--- src/rtl/csa_accumulator.sv ---
// Carry-save accumulator: operands are summed in S/C form at one per cycle, then the
// pair is resolved into a binary result CHUNK bits per cycle before being offered downstream.
module csa_accumulator #(
    parameter int N     = 16,
    parameter int G     = 4,
    parameter int CHUNK = 4
) (
    input  logic             clk,
    input  logic             rst_n,
    input  logic             in_valid,
    input  logic [N-1:0]     in_data,
    input  logic             in_last,
    output logic             in_ready,
    output logic             out_valid,
    output logic [N+G-1:0]   out_data,
    output logic [7:0]       out_count,
    input  logic             out_ready,
    output logic [1:0]       dbgState
);

    localparam int ACC_W   = N + G;
    localparam int NCHUNK  = ACC_W / CHUNK;
    localparam int IDX_W   = (NCHUNK > 1) ? $clog2(NCHUNK) : 1;
    localparam logic [IDX_W-1:0] LAST_IDX = IDX_W'(NCHUNK - 1);

    generate
        if ((ACC_W % CHUNK) != 0) begin : gBadChunk
            $error("csa_accumulator: N+G must be a multiple of CHUNK");
        end
    endgenerate

    // Handshakes: an operand transfers on a rising edge with in_valid && in_ready;
    // a result transfers on a rising edge with out_valid && out_ready. Each side's
    // valid is ignored while the block is not in the phase that serves it.
    typedef enum logic [1:0] {
        ACC  = 2'd0,
        RES  = 2'd1,
        DONE = 2'd2
    } stateT;

    stateT stateQ, stateD;

    logic [ACC_W-1:0] sumQ, carryQ, resQ;
    logic [IDX_W-1:0] chunkIdx;
    logic             cinQ;
    logic [7:0]       countQ;

    logic [ACC_W-1:0] opX;
    logic [CHUNK:0]   chunkSum;

    assign opX = ACC_W'(in_data);

    // One slice of the ripple resolve; the carry is held in cinQ between cycles.
    assign chunkSum = {1'b0, sumQ[chunkIdx*CHUNK +: CHUNK]}
                    + {1'b0, carryQ[chunkIdx*CHUNK +: CHUNK]}
                    + {{CHUNK{1'b0}}, cinQ};

    // State register
    always_ff @(posedge clk or negedge rst_n) begin
        if (!rst_n) begin
            stateQ <= ACC;
        end else begin
            stateQ <= stateD;
        end
    end

    // Next-state logic
    always_comb begin
        stateD = stateQ;
        case (stateQ)
            ACC:     if (in_valid && in_last) stateD = RES;
            RES:     if (chunkIdx == LAST_IDX) stateD = DONE;
            DONE:    if (out_ready) stateD = ACC;
            default: stateD = ACC;
        endcase
    end

    // Output logic
    always_comb begin
        in_ready  = 1'b0;
        out_valid = 1'b0;
        case (stateQ)
            ACC:     in_ready  = 1'b1;
            DONE:    out_valid = 1'b1;
            default: begin
                in_ready  = 1'b0;
                out_valid = 1'b0;
            end
        endcase
    end

    assign out_data  = resQ;
    assign out_count = countQ;
    assign dbgState  = stateQ;

    // Datapath
    always_ff @(posedge clk or negedge rst_n) begin
        if (!rst_n) begin
            sumQ     <= '0;
            carryQ   <= '0;
            resQ     <= '0;
            chunkIdx <= '0;
            cinQ     <= 1'b0;
            countQ   <= '0;
        end else begin
            case (stateQ)
                ACC: begin
                    if (in_valid) begin
                        sumQ   <= sumQ ^ carryQ ^ opX;
                        carryQ <= ((sumQ & carryQ) | (sumQ & opX) | (carryQ & opX)) << 1;
                        if (countQ != 8'hFF) countQ <= countQ + 8'd1;
                        if (in_last) begin
                            chunkIdx <= '0;
                            resQ     <= '0;
                            cinQ     <= 1'b0;
                        end
                    end
                end
                RES: begin
                    resQ[chunkIdx*CHUNK +: CHUNK] <= chunkSum[CHUNK-1:0];
                    cinQ <= chunkSum[CHUNK];
                    if (chunkIdx != LAST_IDX) chunkIdx <= chunkIdx + IDX_W'(1);
                end
                DONE: begin
                    if (out_ready) begin
                        sumQ   <= '0;
                        carryQ <= '0;
                        countQ <= '0;
                    end
                end
                default: ;
            endcase
        end
    end

endmodule
--- config.mk ---
export PLATFORM = sky130hd
export DESIGN_NAME = csa_accumulator
export DESIGN_NICKNAME = d
export VERILOG_FILES = /design/src/rtl/csa_accumulator.sv
export SDC_FILE = /design/constraint.sdc
export NUM_CORES = 1
export LEC_CHECK = 0
export BUFFER_PORTS_ARGS = -buffer_cell sky130_fd_sc_hd__buf_4
export CORE_UTILIZATION = 35
export CTS_CLUSTER_SIZE = 10
export DETAILED_ROUTE_END_ITERATION = 8
export SLEW_MARGIN = 25
export SYNTH_ARGS = -nofsm -noshare
export SYNTH_HDL_FRONTEND = slang
export SYNTH_SLANG_ARGS = --single-unit
--- constraint.sdc ---
create_clock -name clk -period 4.1 [get_ports clk]
set_input_delay 0.615 -clock clk [delete_from_list [all_inputs] [get_ports clk]]
set_output_delay 0.615 -clock clk [all_outputs]
set_load 0.02 [all_outputs]
==> results.yml, run 1 <==
timing:
  hold_viol_final: 0
  max_freq_mhz: 334
  rsz0062_at_grt: "false"
  worst_pin_slew_ns: 1.01
  setup_viol: 0
  slew_viol_final: 0
  finClkSkew_ns: 0.00862
  timing.slew.headroom_pct: 32.9
  setup-tns-final_ns: 0
  finalCriticalPeriod_ns: 2.99
  finalCritPeriodShare_pct: 73.0
worst_hold_path:
  hp-class: "primary input to asynchronous set/reset pin"
logic_synthesis:
  synth_area_mm2: 0.00378
  ys_types: 43
  synth-edff-count: 0
  synthArstFlopShare_pct: 100
  yosysSeqAreaShare_pct: 48.3
  syn_avg_cell_area_um2: 12.0
  yosysWarnings: 0
  synthCells: 314
  yosys_register_bits: 73
  yosys_most_used_dff: "dfrtp_1"
  synth_fp_nets: 364
pwr:
  ir_worst_vdd_v: 0.000357
  power.internal_mw: 2.13
  pwr-share-comb_pct: 45.0
  swShare_pct: 41.7
  power_mw: 3.65
  p_sw_mw: 1.52
  powerDensity_mw_per_mm2: 814
  pwr-share-clk_pct: 16.8
  p_leak_nw: 2.11
  seqPwrFrac_pct: 38.2
floorplan:
  io_pins: 53
  dieWidth_um: 106
  coreArea_mm2: 0.0104
  die_h_um: 106
  initial_core_util_pct: 36.3
  dieArea_mm2: 0.0112
  rows: 37
grt:
  grt_max_degree: 74
  groute.usage.overall_pct: 16.8
  antenna_found_initial: 0
  grt_overflow: 0
  grt_pass1_wl_mm: 14.3
  grt_pass1_vias: 2691
clock_network:
  cts_resized: 0
  clockBufferDepth: 2
  cts_setup_buffers: 0
  path_clk_slew_ns: 0.08
  cts_tree: "built"
  cts_buffers: 9
  ctsHoldBuffers: 0
  clkSinkCount: 73
  clk_latency_ns: 0.35
  clockRootBuffer: "clkbuf_8"
  htreeDepth: 3
setup_path:
  path_max_fanout: 18
  r2r_slack_ns: 1.11
  reg2reg_depth: 9
  cp-start-kind: "flop"
  critPathKind: "flop to flop"
  critPathRequiredTime_ns: 4.32
  r2r-end: "out_data[3]"
  reg2reg_from: "chunkIdx[0]"
  endpoint_kind: "flop"
  arrival_ns: 3.21
cells_and_area:
  layout-drive-gt1-share_pct: 23.4
  layout_common_cells: "dfrtp_1, buf_4, a22o_1"
  fin_cells: 503
  multi_input_area_mm2: 0.00184
  layout.nets: 412
  layout_commonest_cell: "dfrtp_1"
  diodes: 0
  fill_cells: 1004
  area_growth_pct: 18.7
  register_area_mm2: 0.00183
run_status:
  status: "complete, no violations"
detailed_routing:
  wirelength_mm: 8.50
  ant_nets: 0
  wire_per_inst_um: 16.9
  vias: 2701
  via_per_inst: 5.37
  drt_iter0_markers: 159
  drc: 0
  first_pass_iters: 4
place:
  io_buffers: 52
  hpwl_mm: 6.00
  dp_cells: 487
  place.gp.congestion: 0.813
job:
  maxCapViolCount: 0
worst max-delay path, stage by stage, from the launching register on:
cell	delay [ns]
dfrtp_1	0.87
mux4_2	0.58
nand2_1	0.08
and2_1	0.18
inv_1	0.06
ha_1	0.30
a21o_1	0.16
a21oi_1	0.17
xor2_1	0.32
o21ai_0	0.15
stage by stage:
stage | worst slack (ns) | hold slack, ns | cell area (um2) | util [%]
floorplan | 1.42 | 0.319 | 3780 | -
global placement | 1.18 | 0.492 | 4270 | 41.0
detailed placement | 1.06 | 0.496 | 4270 | 41.0
CTS | 1.07 | 0.439 | 4480 | 43.0
global route | 0.828 | 0.325 | 4490 | 43.1
finish | 1.11 | 0.284 | 4490 | 43.1
worst max path at each step:
stage / startpoint / cells after the start / end / slack (ns)
after global placement: chunkIdx[0] / 8 / out_data[7] / 1.18
after CTS: chunkIdx[0] / 9 / out_data[3] / 1.07
final: chunkIdx[0] / 9 / out_data[3] / 1.11
after global routing: chunkIdx[0] / 9 / out_data[7] / 0.83
after detailed placement: chunkIdx[0] / 9 / out_data[3] / 1.06
after floorplan: chunkIdx[0] / 10 / out_data[3] / 1.42
metal layers:
metal	track usage [%]	vias to the layer above	share of wire (%)
met1	23.4	1370	48
met2	24.9	59	46
met5	0	-	0
met3	4.78	13	4.4
li1	-	1259	-
met4	5.95	0	2.1
cells in the mapped netlist (all sizes together) (3+ instances only):
cell | count | share of area (%)
ha | 12 | 4.0
clkbuf | 6 | 0.60
a21oi | 7 | 0.93
o21ai | 21 | 2.8
inv | 8 | 0.79
nor2b | 4 | 0.66
a21o | 3 | 0.60
mux4 | 7 | 4.2
buf | 11 | 1.6
a22o | 41 | 9.5
nor2 | 10 | 1.1
fa | 17 | 9.0
nand3 | 28 | 3.7
dfrtp | 73 | 48
or3 | 3 | 0.50
mux2i | 6 | 1.6
xor2 | 3 | 0.70
nand2 | 25 | 2.5
cells by family (layout without fill, tap and decap cells):
logic type                 after synthesis  count (layout)  synth area share (%)
xor gates and xnor gates                 3               3                 0.695
DFF                                     73              73                  48.3
AOI/OAI and AO/OA                       83              83                  16.5
and+or+nand+nor                         85              85                  12.0
buffers and inverters                   26              79                  3.11
muxes                                   15              15                  6.36
adders and majority gates               29              29                  13.0
power by group through the flow:
stage	Clock, mW	Combinational [mW]	Sequential [mW]
after CTS	0.626	1.67	1.40
after detailed placement	0	1.66	1.41
after floorplan	0	1.15	1.35
final	0.613	1.64	1.40
after global routing	0.660	1.87	1.45
after global placement	0	1.60	1.40
registers in the layout, indices dropped and copies added (netlist names):
signal,cells
carryQ,19
cinQ,1
out_count,8
chunkIdx,3
dbgState,2
out_data,20
sumQ,20
area by class of cell:
class / count / share of cell area [%]
multi-input combinational: 215 / 40.9
sequential: 73 / 40.7
timing repair buffer: 54 / 9.12
tap: 136 / 3.79
clock buffer: 10 / 2.84
clock inverter: 6 / 1.84
inverter: 9 / 0.753
No activity file was read; power rests on OpenSTA's default activity.
==> run 2: changes to the inputs <==
==> constraint.sdc (replaced) <==
create_clock -name clk -period 2.5 [get_ports clk]
set_input_delay 0.375 -clock clk [delete_from_list [all_inputs] [get_ports clk]]
set_output_delay 0.375 -clock clk [all_outputs]
set_load 0.02 [all_outputs]
==> results.yml, run 2 (same netlist as run 1, synthesis figures left out) <==
run_status:
  status: "complete, no violations"
timing:
  rsz0062_at_grt: "false"
  worst_pin_slew_ns: 0.672
  setup_viol: 0
  slew_viol_final: 0
  finClkSkew_ns: 0.0157
  finalCritPeriodShare_pct: 94.9
  setup-tns-final_ns: 0
  timing.slew.headroom_pct: 55.2
  hold_viol_final: 0
  max_freq_mhz: 422
  finalCriticalPeriod_ns: 2.37
detailed_routing:
  dr_wl_met2_mm: 4.09
  met3WireLength_um: 288
  first_pass_iters: 4
  wire_per_inst_um: 16.4
  via_per_inst: 5.25
  dr.max_layer_used: "met4"
  ant_nets: 0
  wirelength_mm: 8.45
  vias: 2707
  drc: 0
  drt_iter0_markers: 143
  wl_met1_mm: 3.99
clock_network:
  clockBufferDepth: 2
  clkSinkCount: 73
  clockRootBuffer: "clkbuf_8"
  path_clk_slew_ns: 0.08
  clk_latency_ns: 0.35
  htreeDepth: 3
  cts_tree: "built"
  cts_buffers: 9
place:
  dp_cells: 494
  placed_area_mm2: 0.00434
  hpwl_mm: 5.94
  io_buffers: 52
  place.gp.congestion: 0.793
pwr:
  p_leak_nw: 2.18
  powerDensity_mw_per_mm2: 1350
  ir_worst_vdd_v: 0.000455
cells_and_area:
  layout.nets: 426
  layout-drive-gt1-share_pct: 27.6
  layout_common_cells: "dfrtp_1, buf_4, a22o_1"
  final_core_util_pct: 44.2
  design_area_mm2: 0.00460
  fin_cells: 516
  area_growth_pct: 21.8
  diodes: 0
  layout_commonest_cell: "dfrtp_1"
  fill_cells: 992
floorplan:
  coreArea_mm2: 0.0104
  initial_core_util_pct: 36.3
  dieWidth_um: 106
  rows: 37
  die_h_um: 106
  dieArea_mm2: 0.0112
  io_pins: 53
grt:
  groute.usage.overall_pct: 16.5
  antenna_found_initial: 0
  grt_overflow: 0
  grt_pass1_vias: 2751
  grt_max_degree: 74
  grt_pass1_wl_mm: 14.3
setup_path:
  path_buf_inv: 3
  path_max_fanout: 11
  critPathKind: "flop to flop"
  cp-start-kind: "flop"
  arrival_ns: 2.58
  crit_path_max_incr_delay_ns: 0.51
  cp_slowest_cell: "mux4_2"
  crit_family: "multiplexers"
  path_cells: "buf_12 -> buf_4 -> mux4_2 -> nand2_1 -> nand2_1 -> ha_1 -> a21oi_2 -> xor2_1 -> buf_4 -> o21ai_0"
  critPathRequiredTime_ns: 2.70
  endpoint_kind: "flop"
job:
  maxCapViolCount: 0
worst_hold_path:
  hp-class: "primary input to asynchronous set/reset pin"
[run 2: per-stage QoR]
step	hold slack, ns	power [mW]	setup slack [ns]
6_report	0.0446	6.22	0.128
2_1_floorplan	0.0794	4.13	0.0148
5_1_grt	0.0906	6.74	0.00505
3_5_place_dp	0.493	5.19	-0.0618
3_3_place_gp	0.489	5.11	0.0121
4_1_cts	0.203	6.18	0.00618
[run 2: per-layer routing]
layer / vias to the layer above / track usage, %
li1: 1285 / -
met1: 1366 / 22.4
met2: 47 / 26.3
met3: 9 / 3.99
met4: 0 / 4.46
met5: - / 0
[run 2: worst register-to-register path, stage by stage (launching register included)]
cell,delay (ns)
dfrtp_2,0.44
buf_12,0.15
buf_4,0.13
mux4_2,0.51
nand2_1,0.10
nand2_1,0.07
ha_1,0.34
a21oi_2,0.14
xor2_1,0.15
buf_4,0.14
o21ai_0,0.07
[run 2: final timing paths]
path                                  start           end  slack (ns)  depth (start not counted)
worst min register to register  out_data[8]   out_data[8]        0.50                          2
worst max register to register  chunkIdx[0]  out_data[11]        0.13                         10
max in group asynchronous             rst_n   chunkIdx[0]        1.97                          1
worst min-delay path                  rst_n    carryQ[16]        0.04                          1
min in group clk                  out_ready   dbgState[1]        0.34                          3
worst max-delay path            chunkIdx[0]  out_data[11]        0.13                         10
[run 2: what timing repair did]
action / 4_1_cts / 5_1_grt
hold buffers: 0 / 0
endpoints found under the setup margin: 5 / 16
buffers inserted: 1 / 6
resized for setup: 0 / 7
pin swaps: 1 / 0
hold endpoints to repair: 0 / 0
[run 2: where the power goes]
group          switching (mW)  internal [mW]  leakage (nW)
Clock                   0.450          0.481        0.0981
Sequential              0.547           1.65         0.957
Combinational            1.57           1.52          1.12
[run 2: cell type report]
type                            count  area (um2)  area share [%]
Clock inverter                      5        56.3            1.22
Sequential cell                    73        1830            39.7
Tap cell                          136         170            3.70
Inverter                            9        33.8           0.734
Multi-Input combinational cell    215        1850            40.2
Clock buffer                       10         138            2.99
Timing Repair Buffer               68         527            11.4
==> run 3: changes to the inputs <==
--- a/config.mk
+++ b/config.mk
@@ -9,6 +9,7 @@
 export CORE_UTILIZATION = 35
 export CTS_CLUSTER_SIZE = 10
 export DETAILED_ROUTE_END_ITERATION = 8
+export REMOVE_ABC_BUFFERS = 1
 export SLEW_MARGIN = 25
 export SYNTH_ARGS = -nofsm -noshare
 export SYNTH_HDL_FRONTEND = slang
==> results.yml, run 3 (same netlist as run 1, synthesis figures left out) <==
cells_and_area:
  layout_commonest_cell: "dfrtp_1"
  fin_cells: 513
  register_area_mm2: 0.00183
  area_growth_pct: 21.3
  multi_input_area_mm2: 0.00187
  fill_cells: 1012
  layout.nets: 422
  design_area_mm2: 0.00458
  layout_common_cells: "dfrtp_1, buf_4, a22o_1"
  diodes: 0
  final_core_util_pct: 44.0
  layout-drive-gt1-share_pct: 28.6
clock_network:
  clockRootBuffer: "clkbuf_8"
  cts_buffers: 9
  cts_tree: "built"
  clkSinkCount: 73
  clockBufferDepth: 2
  clk_latency_ns: 0.35
  htreeDepth: 3
  path_clk_slew_ns: 0.08
  ctsHoldBuffers: 0
setup_path:
  r2r_slack_ns: 0.13
  path_max_fanout: 5
  r2r-end: "out_data[11]"
  cp-start-kind: "flop"
  path_cells: "mux4_2 -> nand2_1 -> and2_4 -> inv_1 -> ha_1 -> a21o_1 -> a21oi_2 -> xor2_1 -> buf_4 -> o21ai_0"
  endpoint_kind: "flop"
  reg2reg_depth: 10
  critPathRequiredTime_ns: 2.71
  crit_path_max_incr_delay_ns: 0.52
  arrival_ns: 2.58
  reg2reg_from: "chunkIdx[0]"
  critPathKind: "flop to flop"
  cp_slowest_cell: "mux4_2"
pwr:
  powerDensity_mw_per_mm2: 1340
  ir_worst_vdd_v: 0.000501
  power_mw: 6.15
  p_leak_nw: 2.16
run_status:
  status: "complete, no violations"
detailed_routing:
  ant_nets: 0
  drc: 0
  wire_per_inst_um: 16.3
  via_per_inst: 5.36
  first_pass_iters: 5
  vias: 2749
  drt_iter0_markers: 121
  wirelength_mm: 8.36
timing:
  finClkSkew_ns: 0.00698
  max_freq_mhz: 422
  finalCriticalPeriod_ns: 2.37
  hold_viol_final: 0
  worst_pin_slew_ns: 0.924
  setup_ws_ns: 0.132
  timing.slew.headroom_pct: 38.4
  setup_viol: 0
  hold_ws_ns: 0.160
  setup-tns-final_ns: 0
  slew_viol_final: 0
  finalCritPeriodShare_pct: 94.7
worst_hold_path:
  hp-class: "primary input to asynchronous set/reset pin"
grt:
  busiest_layer: "met2"
  use_met3_pct: 3.49
  grt_pass1_vias: 2802
  gr-usage-met1_pct: 22.7
  grt_pass1_wl_mm: 14.4
  grt_max_degree: 74
  groute.usage.overall_pct: 16.3
  grtUsageMet2_pct: 25.3
  antenna_found_initial: 0
  grt_overflow: 0
place:
  dp_slack_ns: -0.0947
  hpwl_mm: 5.75
  placed_area_mm2: 0.00432
  dp_cells: 493
  io_buffers: 52
  place.gp.congestion: 0.783
floorplan:
  dieArea_mm2: 0.0112
  initial_core_util_pct: 36.3
  die_h_um: 106
  coreArea_mm2: 0.0104
  io_pins: 53
  dieWidth_um: 106
  rows: 37
job:
  maxCapViolCount: 0
-- run 3: worst max-delay path, delay by kind of cell, from the launching register on --
kind / cells / cell delay (ns)
buffers and inverters: 2 / 0.19
adder cells (fa/ha/maj): 1 / 0.29
XOR/XNOR: 1 / 0.16
AO/OA/AOI/OAI: 3 / 0.38
AND/OR/NAND/NOR: 2 / 0.25
flip-flops: 1 / 0.45
multiplexers: 1 / 0.52
-- run 3: power by group --
| part | internal, mW | total [mW] | leakage (nW) | switching, mW |
|---|---|---|---|---|
| registers | 1.66 | 2.21 | 0.956 | 0.556 |
| logic | 1.48 | 3.01 | 1.10 | 1.53 |
| clock network | 0.481 | 0.928 | 0.102 | 0.447 |
-- run 3: timing repair --
| item | CTS | global route |
|---|---|---|
| pin swaps | 1 | 2 |
| resized for setup | 2 | 13 |
| endpoints found under the hold margin | 0 | 0 |
| gates cloned | 0 | 0 |
| setup buffers | 1 | 3 |
| endpoints found under the setup margin | 13 | 16 |
-- run 3: routing by layer --
| layer | vias to the layer above | part of all wire (%) |
|---|---|---|
| li1 | 1276 | - |
| met3 | 8 | 4.3 |
| met1 | 1396 | 47 |
| met4 | 0 | 0.99 |
| met5 | - | 0 |
| met2 | 69 | 47 |
-- run 3: area by class of cell --
class                      count  share of cell area [%]
clock buffer                  10                    3.00
clock inverter                 6                    1.26
timing repair buffer          64                    10.6
multi-input combinational    215                    40.7
tap                          136                    3.71
sequential                    73                    39.9
inverter                       9                   0.737
-- run 3: worst max path at each step --
stage,endpoint,cells after the start,startpoint,slack [ns]
6_report,out_data[11],10,chunkIdx[0],0.13
3_3_place_gp,out_data[7],10,chunkIdx[0],0.008
5_1_grt,out_data[11],10,chunkIdx[0],-0.02
3_5_place_dp,out_data[7],10,chunkIdx[0],-0.09
2_1_floorplan,out_count[3],4,dbgState[1],-0.41
4_1_cts,out_data[13],9,chunkIdx[0],0.05
